[src/rtl/xorshift_pkg.sv]
// Shared constants, tag type and the reference XOR/conditional-shift function
// for the round-robin xorshift arbiter.
package xorshift_pkg;

  localparam int DEF_WIDTH = 8;
  localparam int DEF_NREQ  = 2;
  localparam int DEF_TAG_W = 2;
  localparam int DEF_CNT_W = 16;

  typedef logic [DEF_TAG_W-1:0] tag_t;

  // The MSB of a selects whether (a^b) is shifted left by one; the bit shifted out is lost.
  function automatic logic [DEF_WIDTH-1:0] xorshift_f(input logic [DEF_WIDTH-1:0] a,
                                                      input logic [DEF_WIDTH-1:0] b);
    logic [DEF_WIDTH-1:0] x;
    x = a ^ b;
    return a[DEF_WIDTH-1] ? {x[DEF_WIDTH-2:0], 1'b0} : x;
  endfunction

endpackage

[src/rtl/xorshift_unit.sv]
// Combinational datapath: y = a[MSB] ? ((a^b) << 1) : (a^b), truncated to WIDTH.
module xorshift_unit #(
  parameter int WIDTH = 8
) (
  input  logic [WIDTH-1:0] a,
  input  logic [WIDTH-1:0] b,
  output logic [WIDTH-1:0] y
);

  logic [WIDTH-1:0] w_x;

  assign w_x = a ^ b;
  assign y   = a[WIDTH-1] ? {w_x[WIDTH-2:0], 1'b0} : w_x;

endmodule

[src/rtl/xorshift_rr_arbiter.sv]
// Round-robin arbiter sharing one xorshift datapath among NREQ requesters,
// with a one-deep registered output stage that supports backpressure.
module xorshift_rr_arbiter
  import xorshift_pkg::*;
#(
  parameter int WIDTH = DEF_WIDTH,
  parameter int NREQ  = DEF_NREQ,
  parameter int TAG_W = DEF_TAG_W,
  parameter int CNT_W = DEF_CNT_W
) (
  input  logic                  clk,
  input  logic                  rst,
  input  logic                  en,
  input  logic [NREQ-1:0]       req_valid,
  output logic [NREQ-1:0]       req_ready,
  input  logic [NREQ*WIDTH-1:0] req_a,
  input  logic [NREQ*WIDTH-1:0] req_b,
  output logic                  out_valid,
  input  logic                  out_ready,
  output logic [WIDTH-1:0]      out_data,
  output logic [TAG_W-1:0]      out_tag,
  output logic [CNT_W-1:0]      op_count
);

  logic             r_out_valid;
  logic [WIDTH-1:0] r_out_data;
  logic [TAG_W-1:0] r_out_tag;
  logic [TAG_W-1:0] r_rr_ptr;
  logic [CNT_W-1:0] r_op_count;

  logic             w_can_accept;
  logic             w_found;
  logic             w_grant;
  logic [TAG_W-1:0] w_grant_idx;
  logic [WIDTH-1:0] w_a;
  logic [WIDTH-1:0] w_b;
  logic [WIDTH-1:0] w_y;

  // Scan offsets from highest to lowest so the closest valid requester to ptr wins.
  function automatic logic [TAG_W:0] rr_search(input logic [NREQ-1:0]  valid,
                                               input logic [TAG_W-1:0] ptr);
    logic [TAG_W:0] res;
    int             idx;
    res = '0;
    for (int k = NREQ - 1; k >= 0; k--) begin
      idx = (int'(ptr) + k) % NREQ;
      if (valid[idx]) res = {1'b1, TAG_W'(idx)};
    end
    return res;
  endfunction

  assign {w_found, w_grant_idx} = rr_search(req_valid, r_rr_ptr);
  assign w_can_accept = !r_out_valid || out_ready;
  assign w_grant      = en && w_can_accept && w_found;

  for (genvar gi = 0; gi < NREQ; gi++) begin : g_ready
    assign req_ready[gi] = w_grant && (w_grant_idx == TAG_W'(gi));
  end

  assign w_a = req_a[int'(w_grant_idx)*WIDTH +: WIDTH];
  assign w_b = req_b[int'(w_grant_idx)*WIDTH +: WIDTH];

  xorshift_unit #(.WIDTH(WIDTH)) u_unit (
    .a (w_a),
    .b (w_b),
    .y (w_y)
  );

  always_ff @(posedge clk or posedge rst) begin
    if (rst) begin
      r_out_valid <= 1'b0;
      r_out_data  <= '0;
      r_out_tag   <= '0;
      r_rr_ptr    <= '0;
      r_op_count  <= '0;
    end else if (w_grant) begin
      // A new result may replace one draining this same cycle without a bubble.
      r_out_valid <= 1'b1;
      r_out_data  <= w_y;
      r_out_tag   <= w_grant_idx;
      r_rr_ptr    <= TAG_W'((int'(w_grant_idx) + 1) % NREQ);
      r_op_count  <= r_op_count + CNT_W'(1);
    end else if (r_out_valid && out_ready) begin
      r_out_valid <= 1'b0;
    end
  end

  assign out_valid = r_out_valid;
  assign out_data  = r_out_data;
  assign out_tag   = r_out_tag;
  assign op_count  = r_op_count;

endmodule

[config.mk]
export PLATFORM = sky130hd
export DESIGN_NAME = xorshift_rr_arbiter
export DESIGN_NICKNAME = d
export VERILOG_FILES = /design/src/rtl/xorshift_pkg.sv /design/src/rtl/xorshift_unit.sv /design/src/rtl/xorshift_rr_arbiter.sv
export SDC_FILE = /design/constraint.sdc
export NUM_CORES = 1
export LEC_CHECK = 0
export CAP_MARGIN = 20
export CORE_MARGIN = 2
export CORE_UTILIZATION = 35
export DETAILED_ROUTE_END_ITERATION = 7
export PLACE_DENSITY_LB_ADDON = 0.05
export SYNTH_ARGS = -nofsm -noshare
export SYNTH_HDL_FRONTEND = slang
export SYNTH_HIERARCHICAL = 1
export SYNTH_SLANG_ARGS = --single-unit
[constraint.sdc]
create_clock -name clk -period 2.5 [get_ports clk]
set_clock_uncertainty 0.05 [all_clocks]
set_input_delay 0.375 -clock clk [delete_from_list [all_inputs] [get_ports clk]]
set_output_delay 0.375 -clock clk [all_outputs]
set_load 0.01 [all_outputs]
Word-level counts from Yosys, hierarchy flattened

Index checks and enable logic that the tools add are counted.

Logic and storage cells: 34
Register bits: 28
Input port bits: 38

Mux-type cells: 10
Reduce and logical (&&, ||, !) cells: 9
Bitwise logic cells: 2
Order comparisons: 2
Equality and inequality tests: 1
Add/subtract/negate cells: 3
Shifts and indexed selects: 2

Operators with widths:

| operator                                                   | count |
|---|---|
| indexed part select 16 x 6 -> 8 bit                        | 2 |
| adder 16 x 1 -> 16 bit, second input constant              | 1 |
| two-way mux 8 bit                                          | 1 |
| bitwise XOR 8 bit                                          | 1 |
| two-way mux 1 bit                                          | 7 |
| two-way mux 3 bit                                          | 2 |
| logical AND 1 bit                                          | 5 |
| less-than comparator 2 x 3 -> 1 bit, second input constant | 1 |
| adder 1 bit, second input constant                         | 2 |
| == test 2 x 1 -> 1 bit, second input constant              | 1 |
| zero test 2 bit                                            | 1 |
| less-than comparator 1 x 2 -> 1 bit, second input constant | 1 |
| nonzero test 2 bit                                         | 1 |
| bitwise AND 1 bit, first input constant                    | 1 |
| zero test 1 bit                                            | 1 |
| logical OR 1 bit                                           | 1 |

Logic depth before layout (Yosys ltp)

Word-level depth: 10
Depth in mapped cells: 8
Gate-level depth less buffers: 6

Cells and area by module

The synthesis kept the hierarchy.

Modules (own cells, without submodules):

| module              | instances | area each (um^2) | cells each | seq. area each (um^2) |
|---|---|---|---|---|
| xorshift_rr_arbiter | 1         | 1,402.6          | 110        | 675.6 |
| xorshift_unit       | 1         | 147.6            | 17         | 0.0 |

Least setup slack after synthesis

No wires, ideal clock.

Path type: flip-flop to flip-flop
From: register r_rr_ptr[0]
To: register r_out_data[7] (netlist: out_data[7])
Library setup time: 0.125 ns
Stages on the path, launching flop included: 8
Data arrival time: 1.717 ns
Data required time: 2.325 ns
Slack: 0.608 ns
Period minus slack after synthesis: 1.892 ns
Cells stage by stage: dfrtp_1 > o21ai_4 > buf_4 > mux2_2 > buf_6 > nor2_2 > a21oi_1 > mux2_2

Word-level cells in the longest chain between the ends: 9
Elaborated cells on any way between the ends: 14
Classes of those cells: 1 x add/sub; 2 x shift; 8 x mux; 2 x bitwise; 1 x reduce/logical

Ends and longest elaborated chain:

| item                                                 | line                      | source |
|---|---|---|
| start: declaration                                   | xorshift_rr_arbiter.sv:28 | `logic [TAG_W-1:0] r_rr_ptr;` |
| start signal: assignment                             | xorshift_rr_arbiter.sv:81 | `r_rr_ptr <= TAG_W'((int'(w_grant_idx) + 1) % NREQ);` |
| adder 1 bit                                          | xorshift_rr_arbiter.sv:46 | `idx = (int'(ptr) + k) % NREQ;` |
| two-way mux 1 bit (implied by the code) (3 in a row) | xorshift_rr_arbiter.sv:47 | `if (valid[idx]) res = {1'b1, TAG_W'(idx)};` |
| two-way mux 3 bit                                    | xorshift_rr_arbiter.sv:47 |  |
| two-way mux 3 bit *                                  | xorshift_rr_arbiter.sv:47 |  |
| indexed part select 16 x 6 -> 8 bit *                | xorshift_rr_arbiter.sv:60 | `assign w_a = req_a[int'(w_grant_idx)*WIDTH +: WIDTH];` |
| named net w_a[7]                                     | xorshift_rr_arbiter.sv:35 | `logic [WIDTH-1:0] w_a;` |
| bitwise XOR 8 bit                                    | xorshift_unit.sv:12       | `assign w_x = a ^ b;` |
| two-way mux 8 bit *                                  | xorshift_unit.sv:13       | `assign y = a[WIDTH-1] ? {w_x[WIDTH-2:0], 1'b0} : w_x;` |
| named net w_y[7]                                     | xorshift_rr_arbiter.sv:37 | `logic [WIDTH-1:0] w_y;` |
| end signal: assignment                               | xorshift_rr_arbiter.sv:79 | `r_out_data <= w_y;` |
| end: declaration                                     | xorshift_rr_arbiter.sv:26 | `logic [WIDTH-1:0] r_out_data;` |

Mark *: on every way through the listed nets, which the timed path passes. The rest lies on a longest branch. The select of a mux whose other input is x is not followed.
A chain may end at the register's enable or synchronous reset.

Worst setup path after layout

From: input req_valid[0]
To: output req_ready[0]

Word-level cells in the longest chain between the ends: 7
Elaborated cells on any way between the ends: 10
Classes of those cells: 7 x mux; 3 x reduce/logical

Ends and longest elaborated chain:

| item                                                        | line                                                 | source |
|---|---|---|
| start: declaration                                          | xorshift_rr_arbiter.sv:14                            | `input logic [NREQ-1:0] req_valid,` |
| two-way mux 1 bit (implied by the code) (3 in a row)        | xorshift_rr_arbiter.sv:47                            |  |
| two-way mux 3 bit                                           | xorshift_rr_arbiter.sv:47                            |  |
| two-way mux 3 bit *                                         | xorshift_rr_arbiter.sv:47                            |  |
| zero test 2 bit / logical AND 1 bit (equally long branches) | xorshift_rr_arbiter.sv:57, xorshift_rr_arbiter.sv:54 |  |
| logical AND 1 bit *                                         | xorshift_rr_arbiter.sv:57                            | `assign req_ready[gi] = w_grant && (w_grant_idx == TAG_W'(gi));` |
| end: declaration                                            | xorshift_rr_arbiter.sv:15                            | `output logic [NREQ-1:0] req_ready,` |

Every way passes the cells marked *; elsewhere a longest branch is shown, timed or not. The select of a mux whose other input is x is not followed.

==> flow_summary.ini <==
[outcome]
status = complete, no violations

[logic_synthesis]
yosysSeqAreaShare_pct = 43.6
ys.flop_type = dfrtp_1
syn-mean-instance-area_um2 = 12.2
synth_nets = 166
yosys_warnings = 6
syn_area_um2 = 1550
async_flop_share_pct = 100
ys_ff_latch = 27
synth.distinct_cells = 27
synth_edf_count = 0
synth_cells = 127

[power_and_ir_drop]
irDropWorstVdd_v = 0.000362
switching_share_pct = 31.2
p_switching_mw = 0.459
sequentialPowerShare_pct = 43.0
p_per_area_nw_per_um2 = 627
p_clk_share_pct = 16.8
p_comb_share_pct = 40.2
p_leak_nw = 0.982
internal_power_mw = 1.01

[global_route]
track_usage_pct = 14.9
grt_start_max_net_pins = 28
antenna_found_initial = 0
grt_pass1_wl_um = 5890
overflow = 0
grt_pass1_vias = 1209

[worst_setup_path]
arrival_ns = 1.98
regToRegEndpoint = out_data[1]
cp-start-kind = primary input
r2r_cells = 6
r2r-start = r_rr_ptr[0]
cp.required_ns = 2.08
cp-end-kind = output pin
worstSetupStartpoint = req_valid[0]
endpoint = req_ready[0]
cp_max_fo = 3
r2r_setup_slack_ns = 0.60
path_class = primary input to output pin

[detailed_routing]
top_layer = met4
drcViolationCount = 0
dr_wl_met2_um = 1650
ant_nets = 0
routed_wirelength_um = 3460
wl_met1_um = 1590
drt_iter0_markers = 42
wire_per_inst_um = 13.7
vias = 1182
wl_met3_um = 193
viasPerCell = 4.69
dr.pass1.iters = 4

[place]
hpwl_um = 2790
place_area_um2 = 2300
place_congestion = 0.708
numPortBuffers = 65
dp_slack_ns = 0.0371

[timing]
setup_viol = 0
postLayoutSetupSlackWorst_ns = 0.0976
finalHoldViolations = 0
fmaxAchievable_mhz = 416
final_max_slew_viol_count = 0
fin_crit_ns = 2.40
fin_tns_setup_ns = 0
post-route-period-util_pct = 96.1
rsz0062_at_grt = false

[clock_tree]
hold_buffers = 0
cts_tree = built
htreeDepth = 1
root_buffer = clkbuf_8
path_clk_slew_ns = 0.10
cts_buffers = 3
cts.path.max_buffers = 2
clock_latency_ns = 0.27
cts.sinks = 27

[floorplan]
io_pins = 67
die_area_um2 = 4980
die_w_um = 70.6
rows = 24
coreArea_um2 = 4320
start_util_pct = 35.9
die_h_um = 70.6

[layout]
nets = 240
n_antenna_cell = 0
drive_gt1_share_pct = 24.0
final_util_pct = 54.3
fin_area_um2 = 2350
area_delta_synth_final_pct = 51.6

[run]
drv_cap = 0

[worst_hold_path]
hold_path.class = primary input to async pin
[worst min path at each step]
stage,start,to,slack [ns]
CTS,rst,r_rr_ptr[0],0.41
floorplan,rst,op_count[0],0.38
finish,rst,op_count[0],0.40
detailed placement,op_count[15],op_count[15],0.42
global route,rst,out_data[3],0.44
global placement,op_count[15],op_count[15],0.41
[sequential cells by signal, summed over array words and instances (netlist names)]
name / count
r_rr_ptr: 1
out_tag: 1
out_data: 8
op_count: 16
out_valid: 1
[power groups by stage]
stage,clock [mW],combinational [mW],sequential (mW)
2_1_floorplan,0,0.245,0.673
3_3_place_gp,0,0.585,0.638
3_5_place_dp,0,0.598,0.644
4_1_cts,0.259,0.601,0.636
5_1_grt,0.274,0.638,0.649
6_report,0.248,0.592,0.634
[synthesized netlist by cell type, types with 2 or more instances]
| cell | number | area (µm²) |
|---|---|---|
| buf_4 | 2 | 15.0 |
| buf_6 | 2 | 22.5 |
| dfrtp_1 | 27 | 676 |
| inv_1 | 4 | 15.0 |
| mux2_2 | 25 | 282 |
| mux2i_1 | 6 | 60.1 |
| nand2_1 | 7 | 26.3 |
| nand3_1 | 5 | 25.0 |
| nand4_1 | 3 | 18.8 |
| nor2_1 | 6 | 22.5 |
| nor2_2 | 2 | 12.5 |
| nor3_4 | 2 | 32.5 |
| o21ai_4 | 2 | 32.5 |
| xnor2_1 | 20 | 175 |
| xor2_1 | 2 | 17.5 |
[critical path, stage by stage]
cell	delay, ns
clkdlybuf4s50_1	0.52
inv_1	0.09
o21ai_4	0.17
buf_4	0.16
and2_1	0.13
clkdlybuf4s50_1	0.54
[layout make-up]
type,instances,area (µm²)
multi-input combinational,92,822
fill,381,1970
timing repair buffer,73,726
inverter,4,15.0
clock inverter,1,5.00
sequential,27,676
clock buffer,3,41.3
tap,52,65.1
[layer usage]
layer,vias up,track usage (%)
met3,4,4.56
met4,0,2.52
met1,568,20.1
li1,576,-
met2,34,24.2
met5,-,0
[through the flow]
step,hold WS [ns],power [mW],std cells
floorplan,0.378,0.918,127
global placement,0.409,1.22,248
detailed placement,0.416,1.24,248
CTS,0.409,1.50,252
global route,0.440,1.56,252
finish,0.403,1.47,252
[layout by cell type, fill, tap and decap left out, drive strengths merged, types with 3 or more instances in the layout]
master,instances
clkdlybuf4s50,64
dfrtp,27
mux2,25
xnor2,20
buf,8
nor2,8
nand2,7
mux2i,6
nand3,5
inv,4
nand4,4
clkbuf,3
nor3,3
[cells by family after synthesis]
kind of cell    Yosys count  share of synthesized area [%]
compound gates            4                           2.91
fa+ha+maj                 1                          0.807
xor+xnor                 22                           12.4
buf+inv                   8                           3.39
mux                      31                           22.0
simple gates             33                           14.6
flops                    27                           43.6
other cells               1                          0.242
[repair_timing]
action,4_1_cts,5_1_grt
gates resized for setup,0,1
setup endpoints to repair,0,1
setup buffers,0,0
No activity file was read; power rests on OpenSTA's default activity.
